**config.mk**
```make
export PLATFORM = sky130hd
export DESIGN_NAME = noc_local_ni
export DESIGN_NICKNAME = d
export VERILOG_FILES = /design/src/rtl/noc_local_ni.sv
export SDC_FILE = /design/constraint.sdc
export NUM_CORES = 1
export LEC_CHECK = 0
export CAP_MARGIN = 15
export CORE_MARGIN = 1
export CORE_UTILIZATION = 56
export CTS_CLUSTER_SIZE = 30
export DETAILED_ROUTE_END_ITERATION = 6
export DONT_BUFFER_PORTS = 1
export GPL_TIMING_DRIVEN = 0
export PLACE_DENSITY = 0.8
export SETUP_SLACK_MARGIN = 0.3
export SYNTH_ARGS = -nofsm -noshare
export SYNTH_HDL_FRONTEND = slang
export SYNTH_SLANG_ARGS = --single-unit
```
**constraint.sdc**
```tcl
create_clock -name clk -period 4.4 [get_ports clk]
set_clock_uncertainty 0.05 [all_clocks]
set_input_delay 0.66 -clock clk [delete_from_list [all_inputs] [get_ports clk]]
set_output_delay 0.66 -clock clk [all_outputs]
set_load 0.01 [all_outputs]
```
**src/rtl/noc_local_ni.sv**
```systemverilog
// -----------------------------------------------------------------------------
// noc_local_ni
//
// Local network interface between a processing core and the router's L port.
//
//   Injection: a core request (tx_valid/tx_ready) is packed into a 40-bit flit
//   {src=ID, dst, timestamp=now, payload, type} held in a single output
//   register that drives the router local input (L_data_in/L_valid_in) under
//   the router's `full` backpressure.
//
//   Ejection: every flit presented on L_data_out/L_valid_out is checked for
//   destination. Flits addressed elsewhere, or arriving while the RX FIFO is
//   full with no pop that cycle, are dropped and counted in err_count.
//   Accepted flits are stored as {src, type, data, latency}. Latency is
//   (now - timestamp) mod 256.
//
// Handshake semantics (both core-side channels):
//   A transfer happens on a rising edge where valid=1 and ready=1.
//   tx: the core may change tx_* freely while tx_ready=0; no request is taken.
//   rx: rx_valid=1 means the head fields are meaningful; rx_ready=1 pops the
//       head on that edge. The router side uses !full as its ready.
//
// Ports
//   clk, rst_n                 clock, asynchronous active-low reset
//   ID                         local node ID
//   tx_valid/tx_ready          core request handshake
//   tx_dst/tx_type/tx_payload  request fields
//   L_data_in/L_valid_in       flit to router local input
//   full                       router local input FIFO full
//   L_data_out/L_valid_out     flit from router local output
//   rx_valid/rx_ready          RX FIFO head handshake
//   rx_src/rx_type/rx_payload/rx_latency   head flit fields
//   rx_full                    RX FIFO holds RX_DEPTH entries
//   tx_count/rx_count          wrapping packet counters
//   err_count                  saturating drop counter
//   dbg_tx_state               TX FSM state (0=IDLE, 1=SEND)
//
// Optional feature (macro NOC_NI_LATENCY_STAT_EN):
//   lat_max  running maximum latency of accepted RX flits
//   lat_sum  saturating sum of latencies of accepted RX flits
//
// RX_DEPTH must be a power of two and at least 2.
// -----------------------------------------------------------------------------
module noc_local_ni #(
  parameter int DATASIZE = 40,
  parameter int RX_DEPTH = 4,
  parameter int CNT_W    = 16
) (
  input  logic                clk,
  input  logic                rst_n,
  input  logic [3:0]          ID,
  // core injection request
  input  logic                tx_valid,
  output logic                tx_ready,
  input  logic [3:0]          tx_dst,
  input  logic [1:0]          tx_type,
  input  logic [21:0]         tx_payload,
  // router local input
  output logic [DATASIZE-1:0] L_data_in,
  output logic                L_valid_in,
  input  logic                full,
  // router local output
  input  logic [DATASIZE-1:0] L_data_out,
  input  logic                L_valid_out,
  // core ejection FIFO head
  output logic                rx_valid,
  input  logic                rx_ready,
  output logic [3:0]          rx_src,
  output logic [1:0]          rx_type,
  output logic [21:0]         rx_payload,
  output logic [7:0]          rx_latency,
  output logic                rx_full,
  // statistics
  output logic [CNT_W-1:0]    tx_count,
  output logic [CNT_W-1:0]    rx_count,
  output logic [7:0]          err_count,
`ifdef NOC_NI_LATENCY_STAT_EN
  output logic [7:0]          lat_max,
  output logic [23:0]         lat_sum,
`endif
  output logic                dbg_tx_state
);

  localparam int AW = $clog2(RX_DEPTH);
  localparam int PW = AW + 1;
  // RX entry: {src[4], type[2], data[22], latency[8]}
  localparam int EW = 36;

  localparam logic [0:0] S_IDLE = 1'b0;
  localparam logic [0:0] S_SEND = 1'b1;

  // ---------------------------------------------------------------------------
  // Timestamp counter
  // ---------------------------------------------------------------------------
  logic [7:0] r_now;

  always_ff @(posedge clk or negedge rst_n) begin
    if (!rst_n) begin
      r_now <= 8'd0;
    end else begin
      r_now <= r_now + 8'd1;
    end
  end

  // ---------------------------------------------------------------------------
  // Injection path
  // ---------------------------------------------------------------------------
  logic [0:0]          r_state;
  logic [DATASIZE-1:0] r_tx_flit;
  logic                r_tx_valid;
  logic [CNT_W-1:0]    r_tx_count;

  logic                w_tx_xfer;
  logic                w_tx_ready;
  logic [DATASIZE-1:0] w_tx_new;

  // The output register is occupied exactly while in SEND, so a transfer is
  // simply "holding a flit and router not full".
  assign w_tx_xfer = r_tx_valid & ~full;

  // In SEND the slot frees up on the same edge it drains, which is what
  // allows one flit per cycle. Ready is forced low while reset is asserted.
  assign w_tx_ready = rst_n & ((r_state == S_IDLE) | ~full);

  // Timestamp is taken when the request is accepted, not when it leaves.
  assign w_tx_new = {ID, tx_dst, r_now, tx_payload, tx_type};

  always_ff @(posedge clk or negedge rst_n) begin
    if (!rst_n) begin
      r_state    <= S_IDLE;
      r_tx_flit  <= '0;
      r_tx_valid <= 1'b0;
      r_tx_count <= '0;
    end else begin
      if (w_tx_xfer) begin
        r_tx_count <= r_tx_count + CNT_W'(1);
      end
      case (r_state)
        S_IDLE: begin
          if (tx_valid) begin
            r_tx_flit  <= w_tx_new;
            r_tx_valid <= 1'b1;
            r_state    <= S_SEND;
          end
        end
        S_SEND: begin
          // While full, flit and valid hold.
          if (!full) begin
            if (tx_valid) begin
              r_tx_flit <= w_tx_new;
            end else begin
              r_tx_valid <= 1'b0;
              r_state    <= S_IDLE;
            end
          end
        end
        default: begin
          r_tx_valid <= 1'b0;
          r_state    <= S_IDLE;
        end
      endcase
    end
  end

  assign tx_ready     = w_tx_ready;
  assign L_data_in    = r_tx_flit;
  assign L_valid_in   = r_tx_valid;
  assign tx_count     = r_tx_count;
  assign dbg_tx_state = r_state[0];

  // ---------------------------------------------------------------------------
  // Ejection path and RX FIFO
  // ---------------------------------------------------------------------------
  logic [EW-1:0]    r_mem [RX_DEPTH];
  logic [PW-1:0]    r_wr;
  logic [PW-1:0]    r_rd;
  logic [CNT_W-1:0] r_rx_count;
  logic [7:0]       r_err;

  logic [PW-1:0]    w_count;
  logic             w_empty;
  logic             w_full;
  logic             w_pop;
  logic             w_hit;
  logic             w_push;
  logic             w_drop;
  logic [7:0]       w_latency;
  logic [EW-1:0]    w_entry;
  logic [EW-1:0]    w_head;

  // Extra pointer bit distinguishes full from empty.
  assign w_count = r_wr - r_rd;
  assign w_empty = (w_count == '0);
  assign w_full  = (w_count == PW'(RX_DEPTH));
  assign w_pop   = ~w_empty & rx_ready;

  assign w_hit   = L_valid_out & (L_data_out[35:32] == ID);
  // When full, a same-cycle pop frees the slot the push lands in.
  assign w_push  = w_hit & (~w_full | w_pop);
  assign w_drop  = L_valid_out & ~w_push;

  // 8-bit subtraction wraps naturally across the timestamp rollover.
  assign w_latency = r_now - L_data_out[31:24];
  assign w_entry   = {L_data_out[39:36], L_data_out[1:0], L_data_out[23:2], w_latency};

  always_ff @(posedge clk or negedge rst_n) begin
    if (!rst_n) begin
      for (int i = 0; i < RX_DEPTH; i++) begin
        r_mem[i] <= '0;
      end
      r_wr       <= '0;
      r_rd       <= '0;
      r_rx_count <= '0;
      r_err      <= 8'd0;
    end else begin
      if (w_push) begin
        r_mem[r_wr[AW-1:0]] <= w_entry;
        r_wr                <= r_wr + PW'(1);
        r_rx_count          <= r_rx_count + CNT_W'(1);
      end
      if (w_pop) begin
        r_rd <= r_rd + PW'(1);
      end
      if (w_drop && (r_err != 8'hFF)) begin
        r_err <= r_err + 8'd1;
      end
    end
  end

  // Head fields come straight from the storage flops, so a write is visible
  // on the cycle after it and everything reads zero out of reset.
  assign w_head     = r_mem[r_rd[AW-1:0]];
  assign rx_src     = w_head[35:32];
  assign rx_type    = w_head[31:30];
  assign rx_payload = w_head[29:8];
  assign rx_latency = w_head[7:0];
  assign rx_valid   = ~w_empty;
  assign rx_full    = w_full;
  assign rx_count   = r_rx_count;
  assign err_count  = r_err;

`ifdef NOC_NI_LATENCY_STAT_EN
  // ---------------------------------------------------------------------------
  // Latency statistics over accepted RX flits
  // ---------------------------------------------------------------------------
  logic [7:0]  r_lat_max;
  logic [23:0] r_lat_sum;
  logic [24:0] w_sum_ext;

  assign w_sum_ext = {1'b0, r_lat_sum} + {17'd0, w_latency};

  always_ff @(posedge clk or negedge rst_n) begin
    if (!rst_n) begin
      r_lat_max <= 8'd0;
      r_lat_sum <= 24'd0;
    end else if (w_push) begin
      if (w_latency > r_lat_max) begin
        r_lat_max <= w_latency;
      end
      r_lat_sum <= w_sum_ext[24] ? 24'hFF_FFFF : w_sum_ext[23:0];
    end
  end

  assign lat_max = r_lat_max;
  assign lat_sum = r_lat_sum;
`endif

endmodule

```
Yosys cells after proc, flatten, opt, wreduce, memory -nomap -nowiden:

Cells that the tools add are included.

* bits in registers: 240
* input bits: 78

* $add $sub $neg: 8
* magnitude comparators: 3
* equality and inequality tests: 6
* multiplexer cells: 16
* bitwise logic cells: 15
* reduce and logical (&&, ||, !) cells: 4

Operators by type and width (number)
* $bwmux W144: 1
* $mux W36: 3
* $mux W40: 2
* $pmux W40 S2: 1
* $bmux W36 S2: 1
* $demux W36 S2: 1
* $add A16 B1 Y16 const B: 2
* $add A8 B1 Y8 const B: 2
* $ne A8 B8 Y1 const B: 1
* $sub A8 B8 Y8: 1
* $add A3 B1 Y3 const B: 2
* $and A1 B1 Y1: 6
* $ge A3 B3 Y1 const B: 2
* $ne A2 B2 Y1 const B: 3
* $not A2 Y3: 2
* $mux W1: 5
* $not A1 Y1: 5
* $eq A4 B4 Y1: 1
* $pmux W1 S2: 2
* $eq A3 B3 Y1 const B: 1
* $logic_not A3 Y1: 1
* $lt A3 B1 Y1 const B: 1
* $reduce_and A3 Y1: 1
* $sub A3 B3 Y3: 1
* other kinds (2): 4

Depth between registers and ports, before layout:

* depth in word-level cells: 9
* mapped depth: 11
* mapped depth without buffers: 8

Worst setup path before layout:

No wires, ideal clock.

* path type: reg-to-reg
* start: register r_rd[1]
* end: register r_err[6], in the netlist err_count[6]
* setup time: 125 ps
* arrival: 2570 ps
* required time: 4225 ps
* setup slack: 1656 ps
* stages on the path, launching flop included: 11
* buffers on the path: 3
* clock period less this slack: 2744 ps
* cell sequence: dfrtp_1 -> clkbuf_1 -> clkbuf_1 -> inv_1 -> ha_1 -> nor2b_1 -> xnor2_1 -> o311a_1 -> buf_6 -> nor4b_2 -> mux2_2

* word-level cells in the longest chain between the ends: 9
* elaborated cells between the ends (all ways): 11
* those cells by class: add/sub (1); eq/ne (1); bitwise (7); reduce/logical (2)

Ends and longest elaborated chain
* start: declaration: RTL line 176 `logic [PW-1:0] r_rd;`
* start signal: assignment: RTL line 222 `r_rd <= r_rd + PW'(1);`
* $sub A3 B3 Y3 *: RTL line 192 `assign w_count = r_wr - r_rd;`
* $logic_not A3 Y1: RTL line 193 `assign w_empty = (w_count == '0);`
* $not A1 Y1: RTL line 195 `assign w_pop = ~w_empty & rx_ready;`
* $and A1 B1 Y1: RTL line 195
* $or A1 B1 Y1 *: RTL line 199 `assign w_push = w_hit & (~w_full | w_pop);`
* $and A1 B1 Y1 *: RTL line 199
* $not A1 Y1 *: RTL line 200 `assign w_drop = L_valid_out & ~w_push;`
* $and A1 B1 Y1 *: RTL line 200
* $logic_and A1 B1 Y1 *: RTL line 224 `if (w_drop && (r_err != 8'hFF)) begin`
* end signal: assignment: RTL line 225 `r_err <= r_err + 8'd1;`
* end: declaration: RTL line 178 `logic [7:0] r_err;`

Mark *: on every way between the ends. The rest lies on a longest branch, timed or not.
A chain may end at the register's enable or synchronous reset.

Worst setup path in the final report:

* start: register r_rd[1]
* end: output rx_valid

* word-level cells in the longest chain between the ends: 3

Ends and longest elaborated chain
* $sub A3 B3 Y3: RTL line 192
* $logic_not A3 Y1: RTL line 193
* $not A1 Y1: RTL line 237 `assign rx_valid = ~w_empty;`
* end: declaration: RTL line 66 `output logic rx_valid,`

Every way passes these cells.

==> impl_metrics.yaml <==
outcome:
  status: "complete, but fails checks"
  violations: "design-rule violations, negative hold slack"
route:
  drtIter0Drc: 241
  wl_mm: 21.6
  antenna_left: 0
  drt-pass1-iter-count: 7
  via_per_inst: 6.01
  vias: 5953
  drc: 2
  avgRoutedWirePerCell_um: 21.8
placed_design:
  dpl_worst_slack_ns: 0.935
  dpl.hpwl_mm: 14.9
  gp_congestion: 0.853
  port_buffers: 0
cts:
  clkSinkCount: 240
  ctsHtreeMaxLevel: 1
  path_clk_slew_ns: 0.06
  clock-root-buffer: "clkbuf_16"
  cts_tree: "built"
  insertion_delay_ns: 0.52
  cts.path.max_buffers: 3
  numCtsBuffers: 25
power:
  ir_drop_mv: 0.356
  switching_share_pct: 29.4
  p_int_mw: 5.34
  power_density_mw_per_mm2: 640
  power_switching_mw: 2.22
  pwr-share-comb_pct: 24.9
  pwr-share-clk_pct: 29.8
  power_frac_seq_pct: 45.3
  leakage_nw: 5.57
worst_setup_path:
  crit_arrival_ns: 2.91
  worstPathMaxFanout: 10
  reg2reg_slack_ns: 0.95
  cp-start-kind: "register"
  end_kind: "output pin"
  cp.required_ns: 3.69
  r2r_end: "r_mem[102]$_DFFE_PN0P_"
  r2r_cells: 11
  critPathKind: "reg -> out"
  r2r_start: "r_rd[1]$_DFFE_PN0P_"
synthesis:
  yosysTopAreaCell: "dfrtp_1"
  synth_area_mm2: 0.0106
  ys_async_sr_fraction_pct: 100
  synth_commonest_cells: "dfrtp_1, mux2_2, xnor2_1, mux4_2, nand2_1"
  ys_seq_elements: 240
  ys_seq_area_share_pct: 56.5
  ys_warn_count: 0
  yosys-top-cells-area: "dfrtp_1, mux2_2, mux4_2"
  yosysTopAreaCellShare_pct: 56.5
  syn_nets: 808
  avgSynthCellArea_um2: 15.0
  syn_inst: 711
  synth_edf_count: 0
  synth_ff_type: "dfrtp_1"
  synth.distinct_cells: 44
  yosysMostFrequentCell: "dfrtp_1"
cells_and_area:
  multi_input_area_mm2: 0.00436
  final_nets: 835
  area_growth_pct: 11.2
  drive_above_1_share_pct: 37.8
  antenna_cells: 0
  fillCellCount: 1359
  regArea_mm2: 0.00601
job:
  drv_cap: 0
min_path:
  worstHoldPathType: "in -> async"
timing:
  finalSetupViolCount: 0
  rsz0062_at_grt: "false"
  fin_crit_sh_pct: 82.3
  drv_slew: 0
  timing_hold_violations_final: 240
  worst_pin_slew_ns: 0.736
  setup_tns_ns: 0
  slew_headroom_pct: 50.9
  timing.final.ws_setup_ns: 0.779
  period_minus_slack_ns: 3.62
  fmax_mhz: 276
  timing.hold.ws_ns: -0.222
global_route:
  grt_pass1_vias: 6636
  grt_pass1_wl_mm: 35.3
  track_usage_pct: 23.0
  antenna_found_initial: 0
  grt_max_degree: 242
  grt_overflow: 0
die:
  core_area_mm2: 0.0186
  die_w_um: 140
  initial_core_util_pct: 57.1
  io_pins: 199
  num_rows: 50
  fp.dieH_um: 140
  dieArea_mm2: 0.0195
## power groups by stage
stage          Combinational [mW]  Clock, mW  Sequential [mW]
2_1_floorplan                1.58          0             3.28
3_3_place_gp                 1.81          0             3.37
3_5_place_dp                 1.91          0             3.46
4_1_cts                      1.92       2.30             3.43
5_1_grt                      2.04       2.38             3.51
6_report                     1.89       2.25             3.43
## cell usage in the layout (no fill, tap or decap), drive strengths merged, types with 2 or more instances in the layout
cell type and n:
o211ai 2, nor2b 4, nor3 6, clkinv 8, xor2 17, mux2i 4
ha 18, or2 2, mux4 36, bufinv 5, a21oi 9, clkbuf 37
inv 18, nor2 14, dfrtp 240, a31oi 4, and3 7, nand4 12
o21ai 3, xnor2 40, buf 22, clkinvlp 2, and4 4, nand3 18
and2 4, nand2 26, nand2b 4, mux2 181
## what timing repair did
| action | in CTS | in global routing |
|---|---|---|
| buffers inserted | 0 | 0 |
| resized for setup | 0 | 0 |
| endpoints found under the hold margin | 240 | 240 |
## cell families (layout without fill, tap and decap cells)
family | Yosys count | in the layout | share of synthesized area (%)
flip-flops | 240 | 240 | 56.5
buffers and inverters | 46 | 92 | 2.51
AO/OA/AOI/OAI | 24 | 24 | 1.42
multiplexers | 221 | 221 | 27.2
adder cells (fa/ha/maj) | 19 | 19 | 2.31
AND/OR/NAND/NOR | 104 | 104 | 5.41
XOR/XNOR | 57 | 57 | 4.69
## routing by layer
metal	wire length, um	vias up	GRT usage, %
met4	523	0	7.63
met5	0	-	0
met1	8390	3109	28.0
li1	-	2621	-
met2	11400	184	40.3
met3	1340	39	5.20
## worst max-delay path by stage
stage | startpoint | slack, ns | cells past startpoint | endpoint
CTS | r_rd[1]$_DFFE_PN0P_ | 0.75 | 7 | rx_valid
floorplan | r_rd[1]$_DFFE_PN0P_ | 1.66 | 10 | err_count[6]$_DFFE_PN0P_
global placement | r_rd[1]$_DFFE_PN0P_ | 1.01 | 11 | r_mem[95]$_DFFE_PN0P_
detailed placement | r_rd[1]$_DFFE_PN0P_ | 0.94 | 11 | r_mem[91]$_DFFE_PN0P_
global route | r_rd[1]$_DFFE_PN0P_ | 0.54 | 7 | rx_valid
finish | r_rd[1]$_DFFE_PN0P_ | 0.78 | 7 | rx_valid
## layout make-up
cell class / instances / share of cell area, %
Tap cell: 234 / 2.48
Inverter: 17 / 0.540
Clock buffer: 30 / 5.70
Buffer: 29 / 1.71
Multi-Input combinational cell: 425 / 36.9
Clock inverter: 16 / 1.87
Sequential cell: 240 / 50.8
## critical path, stage by stage, from the launching register on
cell and delay, ns:
dfrtp_1 0.40, clkbuf_1 0.52, clkbuf_1 0.58, inv_1 0.10, ha_1 0.20, nor2b_1 0.14
xnor2_1 0.19, nand3_1 0.28
## registers in the layout, summed over array words and instances, names as in the netlist
| register | flops |
|---|---|
| L_valid_in | 1 |
| rx_count | 16 |
| r_now | 8 |
| r_wr | 3 |
| dbg_tx_state | 1 |
| L_data_in | 40 |
| tx_count | 16 |
| r_rd | 3 |
| err_count | 8 |
| r_mem | 144 |
## per-stage QoR
stage               instance area (um^2)  cells  util (%)  power, mW  hold slack (ns)
finish                             11800    991      63.4       7.57           -0.222
global route                       11800    991      63.4       7.93           -0.242
CTS                                11800    991      63.4       7.64           -0.236
detailed placement                 10900    945      58.6       5.37            0.319
global placement                   10900    945      58.6       5.17            0.321
floorplan                          10600    711         -       4.86            0.314
(Power assumes the default switching activity.)
